File: src/rtl/gmii_tx_framer_if.sv
// Byte-stream input and GMII output bundle of the transmit framer.
// master = encapsulation side / observer, slave = the framer itself.
interface gmii_tx_framer_if;
  logic [7:0] in_data;
  logic       in_valid;
  logic       in_last;
  logic       in_ready;
  logic [7:0] gmii_txd;
  logic       gmii_tx_en;
  logic       gmii_tx_er;
  logic       busy;
  logic       frame_done;
  logic       frame_err;

  modport master (
    output in_data, in_valid, in_last,
    input  in_ready, gmii_txd, gmii_tx_en, gmii_tx_er, busy, frame_done, frame_err
  );

  modport slave (
    input  in_data, in_valid, in_last,
    output in_ready, gmii_txd, gmii_tx_en, gmii_tx_er, busy, frame_done, frame_err
  );
endinterface

File: src/rtl/gmii_tx_framer.sv
// GMII transmit framer: preamble/SFD, data, zero pad, CRC-32 FCS, inter-frame gap,
// with tx_er signalling for underrun and oversize frames.
module gmii_tx_framer #(
  parameter int unsigned MIN_FRAME    = 60,
  parameter int unsigned MAX_FRAME    = 1514,
  parameter int unsigned IFG_CYCLES   = 12,
  parameter int unsigned PREAMBLE_LEN = 7
) (
  input logic              eth_tx_clk,
  input logic              eth_rst,
  gmii_tx_framer_if.slave  bus
);

  typedef enum logic [2:0] {
    StIdle, StPreamble, StSfd, StData, StPad, StFcs, StDrop, StIfg
  } state_e;

  localparam int unsigned CntW = 16;
  // IDLE emits the first preamble byte, so PREAMBLE covers the remaining LEN-1.
  localparam logic [CntW-1:0] PreLast = CntW'(PREAMBLE_LEN - 2);
  localparam logic [CntW-1:0] IfgLast = CntW'(IFG_CYCLES - 1);
  localparam logic [CntW-1:0] CntOne  = CntW'(1);
  localparam logic [10:0]     MinLen  = 11'(MIN_FRAME);
  localparam logic [10:0]     MaxLen  = 11'(MAX_FRAME);

  function automatic logic [31:0] crc_next(input logic [31:0] crc, input logic [7:0] data);
    logic [31:0] c;
    c = crc ^ {24'h0, data};
    for (int i = 0; i < 8; i++) begin
      c = c[0] ? ((c >> 1) ^ 32'hEDB88320) : (c >> 1);
    end
    return c;
  endfunction

  state_e          state_q, state_d;
  logic [CntW-1:0] cnt_q, cnt_d;
  logic [10:0]     len_q, len_d;
  logic [31:0]     crc_q, crc_d;
  logic [7:0]      txd_q, txd_d;
  logic            tx_en_q, tx_en_d;
  logic            tx_er_q, tx_er_d;
  logic            done_q, done_d;
  logic            err_q, err_d;

  logic [10:0] len_inc;
  logic [31:0] fcs_word;

  assign len_inc  = len_q + 11'd1;
  assign fcs_word = ~crc_q;

  always_comb begin
    state_d = state_q;
    cnt_d   = cnt_q;
    len_d   = len_q;
    crc_d   = crc_q;
    txd_d   = 8'h00;
    tx_en_d = 1'b0;
    tx_er_d = 1'b0;
    done_d  = 1'b0;
    err_d   = 1'b0;
    unique case (state_q)
      StIdle: begin
        if (bus.in_valid) begin
          state_d = StPreamble;
          txd_d   = 8'h55;
          tx_en_d = 1'b1;
          cnt_d   = '0;
          len_d   = '0;
          crc_d   = 32'hFFFF_FFFF;
        end
      end
      StPreamble: begin
        txd_d   = 8'h55;
        tx_en_d = 1'b1;
        if (cnt_q == PreLast) state_d = StSfd;
        else                  cnt_d   = cnt_q + CntOne;
      end
      StSfd: begin
        txd_d   = 8'hD5;
        tx_en_d = 1'b1;
        state_d = StData;
      end
      StData: begin
        cnt_d   = '0;
        tx_en_d = 1'b1;
        // Underrun or oversize: one tx_er cycle, then discard the rest of the frame.
        if (!bus.in_valid || (len_q == MaxLen)) begin
          tx_er_d = 1'b1;
          err_d   = 1'b1;
          state_d = (bus.in_valid && bus.in_last) ? StIfg : StDrop;
        end else begin
          txd_d = bus.in_data;
          crc_d = crc_next(crc_q, bus.in_data);
          len_d = len_inc;
          if (bus.in_last) state_d = (len_inc < MinLen) ? StPad : StFcs;
        end
      end
      StPad: begin
        tx_en_d = 1'b1;
        crc_d   = crc_next(crc_q, 8'h00);
        len_d   = len_inc;
        if (len_inc == MinLen) begin
          state_d = StFcs;
          cnt_d   = '0;
        end
      end
      StFcs: begin
        tx_en_d = 1'b1;
        txd_d   = fcs_word[{cnt_q[1:0], 3'b000} +: 8];
        if (cnt_q[1:0] == 2'd3) begin
          state_d = StIfg;
          cnt_d   = '0;
          done_d  = 1'b1;
        end else begin
          cnt_d = cnt_q + CntOne;
        end
      end
      StDrop: begin
        if (bus.in_valid && bus.in_last) begin
          state_d = StIfg;
          cnt_d   = '0;
        end
      end
      StIfg: begin
        if (cnt_q == IfgLast) state_d = StIdle;
        else                  cnt_d   = cnt_q + CntOne;
      end
      default: state_d = StIdle;
    endcase
  end

  always_ff @(posedge eth_tx_clk or posedge eth_rst) begin
    if (eth_rst) begin
      state_q <= StIdle;
      cnt_q   <= '0;
      len_q   <= '0;
      crc_q   <= 32'hFFFF_FFFF;
      txd_q   <= 8'h00;
      tx_en_q <= 1'b0;
      tx_er_q <= 1'b0;
      done_q  <= 1'b0;
      err_q   <= 1'b0;
    end else begin
      state_q <= state_d;
      cnt_q   <= cnt_d;
      len_q   <= len_d;
      crc_q   <= crc_d;
      txd_q   <= txd_d;
      tx_en_q <= tx_en_d;
      tx_er_q <= tx_er_d;
      done_q  <= done_d;
      err_q   <= err_d;
    end
  end

  assign bus.in_ready   = (state_q == StData) || (state_q == StDrop);
  assign bus.busy       = (state_q != StIdle);
  assign bus.gmii_txd   = txd_q;
  assign bus.gmii_tx_en = tx_en_q;
  assign bus.gmii_tx_er = tx_er_q;
  assign bus.frame_done = done_q;
  assign bus.frame_err  = err_q;

endmodule
File: src/flat_wrapper.sv
// flat-port wrapper written by rule: the top's interface ports become plain ports
module gmii_tx_framer_flat 
#(
  parameter int unsigned MIN_FRAME    = 60,
  parameter int unsigned MAX_FRAME    = 1514,
  parameter int unsigned IFG_CYCLES   = 12,
  parameter int unsigned PREAMBLE_LEN = 7
)
  (eth_tx_clk, eth_rst, bus_in_data, bus_in_valid, bus_in_last, bus_in_ready, bus_gmii_txd, bus_gmii_tx_en, bus_gmii_tx_er, bus_busy, bus_frame_done, bus_frame_err);
  gmii_tx_framer_if bus_i ();
  input logic eth_tx_clk;
  input logic eth_rst;
  input wire logic [$bits(bus_i.in_data)-1:0] bus_in_data;
  input wire logic [$bits(bus_i.in_valid)-1:0] bus_in_valid;
  input wire logic [$bits(bus_i.in_last)-1:0] bus_in_last;
  output wire logic [$bits(bus_i.in_ready)-1:0] bus_in_ready;
  output wire logic [$bits(bus_i.gmii_txd)-1:0] bus_gmii_txd;
  output wire logic [$bits(bus_i.gmii_tx_en)-1:0] bus_gmii_tx_en;
  output wire logic [$bits(bus_i.gmii_tx_er)-1:0] bus_gmii_tx_er;
  output wire logic [$bits(bus_i.busy)-1:0] bus_busy;
  output wire logic [$bits(bus_i.frame_done)-1:0] bus_frame_done;
  output wire logic [$bits(bus_i.frame_err)-1:0] bus_frame_err;
  assign bus_i.in_data = bus_in_data;
  assign bus_i.in_valid = bus_in_valid;
  assign bus_i.in_last = bus_in_last;
  assign bus_in_ready = bus_i.in_ready;
  assign bus_gmii_txd = bus_i.gmii_txd;
  assign bus_gmii_tx_en = bus_i.gmii_tx_en;
  assign bus_gmii_tx_er = bus_i.gmii_tx_er;
  assign bus_busy = bus_i.busy;
  assign bus_frame_done = bus_i.frame_done;
  assign bus_frame_err = bus_i.frame_err;
  gmii_tx_framer #(.MIN_FRAME(MIN_FRAME), .MAX_FRAME(MAX_FRAME), .IFG_CYCLES(IFG_CYCLES), .PREAMBLE_LEN(PREAMBLE_LEN)) u_core (.eth_tx_clk(eth_tx_clk), .eth_rst(eth_rst), .bus(bus_i));
endmodule
File: config.mk
export PLATFORM = sky130hd
export DESIGN_NAME = gmii_tx_framer_flat
export DESIGN_NICKNAME = d
export VERILOG_FILES = /design/src/rtl/gmii_tx_framer_if.sv /design/src/rtl/gmii_tx_framer.sv /design/src/flat_wrapper.sv
export SDC_FILE = /design/constraint.sdc
export NUM_CORES = 1
export LEC_CHECK = 0
export CORE_ASPECT_RATIO = 1.25
export CORE_UTILIZATION = 39
export DETAILED_ROUTE_END_ITERATION = 8
export RECOVER_POWER = 50
export SYNTH_ARGS = -nofsm -noshare
export SYNTH_HDL_FRONTEND = slang
export SYNTH_SLANG_ARGS = --single-unit
File: constraint.sdc
create_clock -name eth_tx_clk -period 3.5 [get_ports eth_tx_clk]
set_clock_uncertainty 0.05 [all_clocks]
set_input_delay 0.35 -clock eth_tx_clk [delete_from_list [all_inputs] [get_ports eth_tx_clk]]
set_output_delay 0.35 -clock eth_tx_clk [all_outputs]
set_load 0.02 [all_outputs]
==> flow_summary.toml <==
[run_status]
status = "finished with violations"
violations = "capacitance limit, slew limit"

[global_routing]
grtUsageTotal_pct = 22.25
grt_start_max_net_pins = 34
gr-total-overflow = 0
first_global_vias = 4521
antenna_found_initial = 0
grt_pass1_wl_um = 24740

[timing]
worst_pin_slew_ps = 1548
period_share_pct = 79.80
setup_tns_ps = 0
fin_crit_ps = 2793
rsz0062_at_grt = "false"
max_freq_mhz = 358.1
setup_viol = 0
slew_violations = 29
finalHoldViolCount = 0
relSlewSlack_pct = -3.180

[power]
peakVddDrop_mv = 0.5946
p_leak_nw = 2.379
p_total_mw = 7.799
p_per_area_nw_per_um2 = 1245

[setup_path]
required_ps = 3680
worst_ep_arrival_time_ps = 2970
critical_path.startpoint = "u_core.state_q[1]"
startpoint_type = "register"
rr_startpoint = "u_core.state_q[1]"
end_kind = "register"
critPathKind = "register to register"
cp_max_fo = 17

[logic_synthesis]
synthTopCellsByArea = "dfrtp_1, dfstp_2, xnor2_1, xor2_1, nor2_1"
synth_top_family_by_area = "XOR/XNOR gates"
syn_nets = 616
synthCells = 599
netlist_area_um2 = 5585
synth_seq_cells = 73
ys_warn_count = 0
avgSynthCellArea_um2 = 9.324
async_flop_share_pct = 100.0
synth_edf_count = 0
synth_xor_xnor_area_share_pct = 23.92
synthFlopType = "dfrtp_1"
yosysSeqAreaShare_pct = 33.42
synthSimpleGateAreaFrac_pct = 15.46
yosysTopAreaCell = "dfrtp_1"
synthAdderAreaFrac_pct = 1.120
ys_types = 65
synth_top_area_share_pct = 18.37
synth-compound-area-share_pct = 17.16
synthMuxAreaShare_pct = 3.987

[final_layout]
num-nets-final = 623
layout-drive-gt1-share_pct = 14.24
utilization_pct = 45.17
multi_input_area_um2 = 3447
seq_area_um2 = 1867
design_area_um2 = 6266
fill_cells = 1313
num_antenna_cells = 0
area_growth_pct = 12.19

[clock_tree]
cts_made_buffers = 9
cts_root_buffer = "clkbuf_16"
cts_tree = "built"
htreeDepth = 3
hold_buffers = 0
cts_max_path_buffers = 2
clock-sinks = 73
cts_resized = 0
clk_pin_slew_ps = 60
worstSkewPairLatency_ps = 350
post-cts-setup-buffer-count = 0

[die]
core_region_area_um2 = 13870
die_w_um = 109.0
initial_utilization_pct = 40.26
die_h_um = 135.8
die-area_um2 = 14810
rows = 48
io_pins = 26

[place]
port_buffers = 25
routabilityCongestion = 0.9694
hpwl_um = 10720
place_area_um2 = 5944

[hold_path]
hp-start = "u_core.crc_q[16]"
hold_class = "register to register"

[detailed_routing]
drt_pass1_iterations = 4
drt-initial-drc-count = 325
routedWlPerCell_um = 19.37
routed_wl_um = 15220
route.vias.total = 4572
ant_nets = 0
drcViolationCount = 0
post_drt_via_cell_ratio = 5.817

[flow_run]
maxCapViolations = 1
-- cells in the mapped netlist, drive strengths merged (5+ instances only) --
| library cell | count |
|---|---|
| o221ai | 8 |
| o21ai | 26 |
| buf | 25 |
| a21oi | 24 |
| and3 | 8 |
| o22a | 9 |
| nand3 | 24 |
| o31ai | 6 |
| ha | 5 |
| nor3 | 7 |
| o22ai | 18 |
| inv | 14 |
| o21a | 10 |
| and2 | 7 |
| dfstp | 32 |
| a221oi | 9 |
| mux4 | 8 |
| xnor2 | 90 |
| nor2 | 61 |
| dfrtp | 41 |
| nand2 | 34 |
| xor2 | 42 |
| clkbuf | 18 |
| o211ai | 10 |
| nor4 | 10 |
-- placed cells by master (no fill, tap or decap), types with 5 or more instances in the layout --
cell	synthesis	layout
xor2_1	41	41
o22a_1	9	9
dfrtp_1	41	41
o221ai_1	8	8
dlygate4sd3_1	0	7
inv_1	14	14
nand2_1	34	34
a221oi_1	9	9
o211ai_1	10	10
and3_1	8	8
clkdlybuf4s50_1	0	18
o31ai_1	6	6
ha_1	5	5
o22ai_1	18	18
o21ai_0	25	25
mux4_2	8	8
dfstp_2	32	32
nor3_1	5	5
clkbuf_16	0	9
nor4_1	10	10
xnor2_1	82	82
nor2_1	60	60
nand3_1	24	24
and2_1	7	7
a21oi_1	23	22
buf_4	5	12
o21a_1	10	10
-- metrics by stage --
| stage | instances | setup slack [ps] | hold WS (ps) |
|---|---|---|---|
| 6_report | 786 | 707.2 | 480.3 |
| 4_1_cts | 786 | 723.7 | 331.3 |
| 5_1_grt | 786 | 407.3 | 486.3 |
| 3_3_place_gp | 770 | 766.0 | 461.3 |
| 3_5_place_dp | 770 | 684.0 | 464.7 |
| 2_1_floorplan | 599 | 1181 | 433.5 |
-- per-layer routing --
layer | routed length [µm] | part of all wire (%) | vias up | global-route usage (%)
li1 | - | - | 2155 | -
met1 | 6749 | 44 | 2255 | 28.91
met2 | 7469 | 49 | 137 | 37.14
met3 | 631 | 4.1 | 25 | 2.405
met4 | 371 | 2.4 | 0 | 9.384
met5 | 0 | 0 | - | 0
-- power breakdown --
part | total (mW) | switching, mW | internal, mW
Combinational | 4.83 | 2.46 | 2.38
Sequential | 1.92 | 0.599 | 1.32
Clock | 1.05 | 0.400 | 0.647
-- cell type report --
cell class	count	share of cell area [%]
inverters	15	0.8986
multi-input cells	468	55.01
well taps	175	3.494
flip-flops and latches	73	29.79
clock buffers	10	3.814
clock inverters	6	1.438
repair buffers	39	5.551
-- kinds of logic (layout without fill, tap and decap cells) --
logic type | count (synthesis) | count (layout)
AND/OR/NAND/NOR | 176 | 176
AO/OA/AOI/OAI | 140 | 140
XOR/XNOR | 135 | 135
flip-flops | 73 | 73
buffers and inverters | 58 | 70
multiplexers | 12 | 12
adder cells (fa/ha/maj) | 5 | 5
-- registers in the layout (all words and copies together), names as in the netlist --
register	cells
u_core.len_q	11
u_core.crc_q	32
u_core.cnt_q	16
u_core.bus.gmii_tx_en	1
u_core.state_q	3
u_core.bus.frame_done	1
u_core.bus.gmii_tx_er	1
u_core.bus.gmii_txd	8
-- critical path: stages (launching register included) --
cell and delay [ps]:
dfrtp_1 670, clkinv_1 400, nor3_1 250, nor4_1 100, or3_1 530, nor2_2 300
mux2_2 370
-- final timing paths --
check,end,slack [ps],depth (start not counted)
worst max-delay path,u_core.cnt_q[2],710,6
max in group asynchronous,u_core.len_q[6],830,3
worst min-delay path,u_core.crc_q[16],480,2
min in group asynchronous,u_core.bus.gmii_txd[0],610,2
worst min register to register,u_core.crc_q[16],480,2
worst max register to register,u_core.cnt_q[2],710,6
Note: power is estimated with default switching activity, not from simulation.
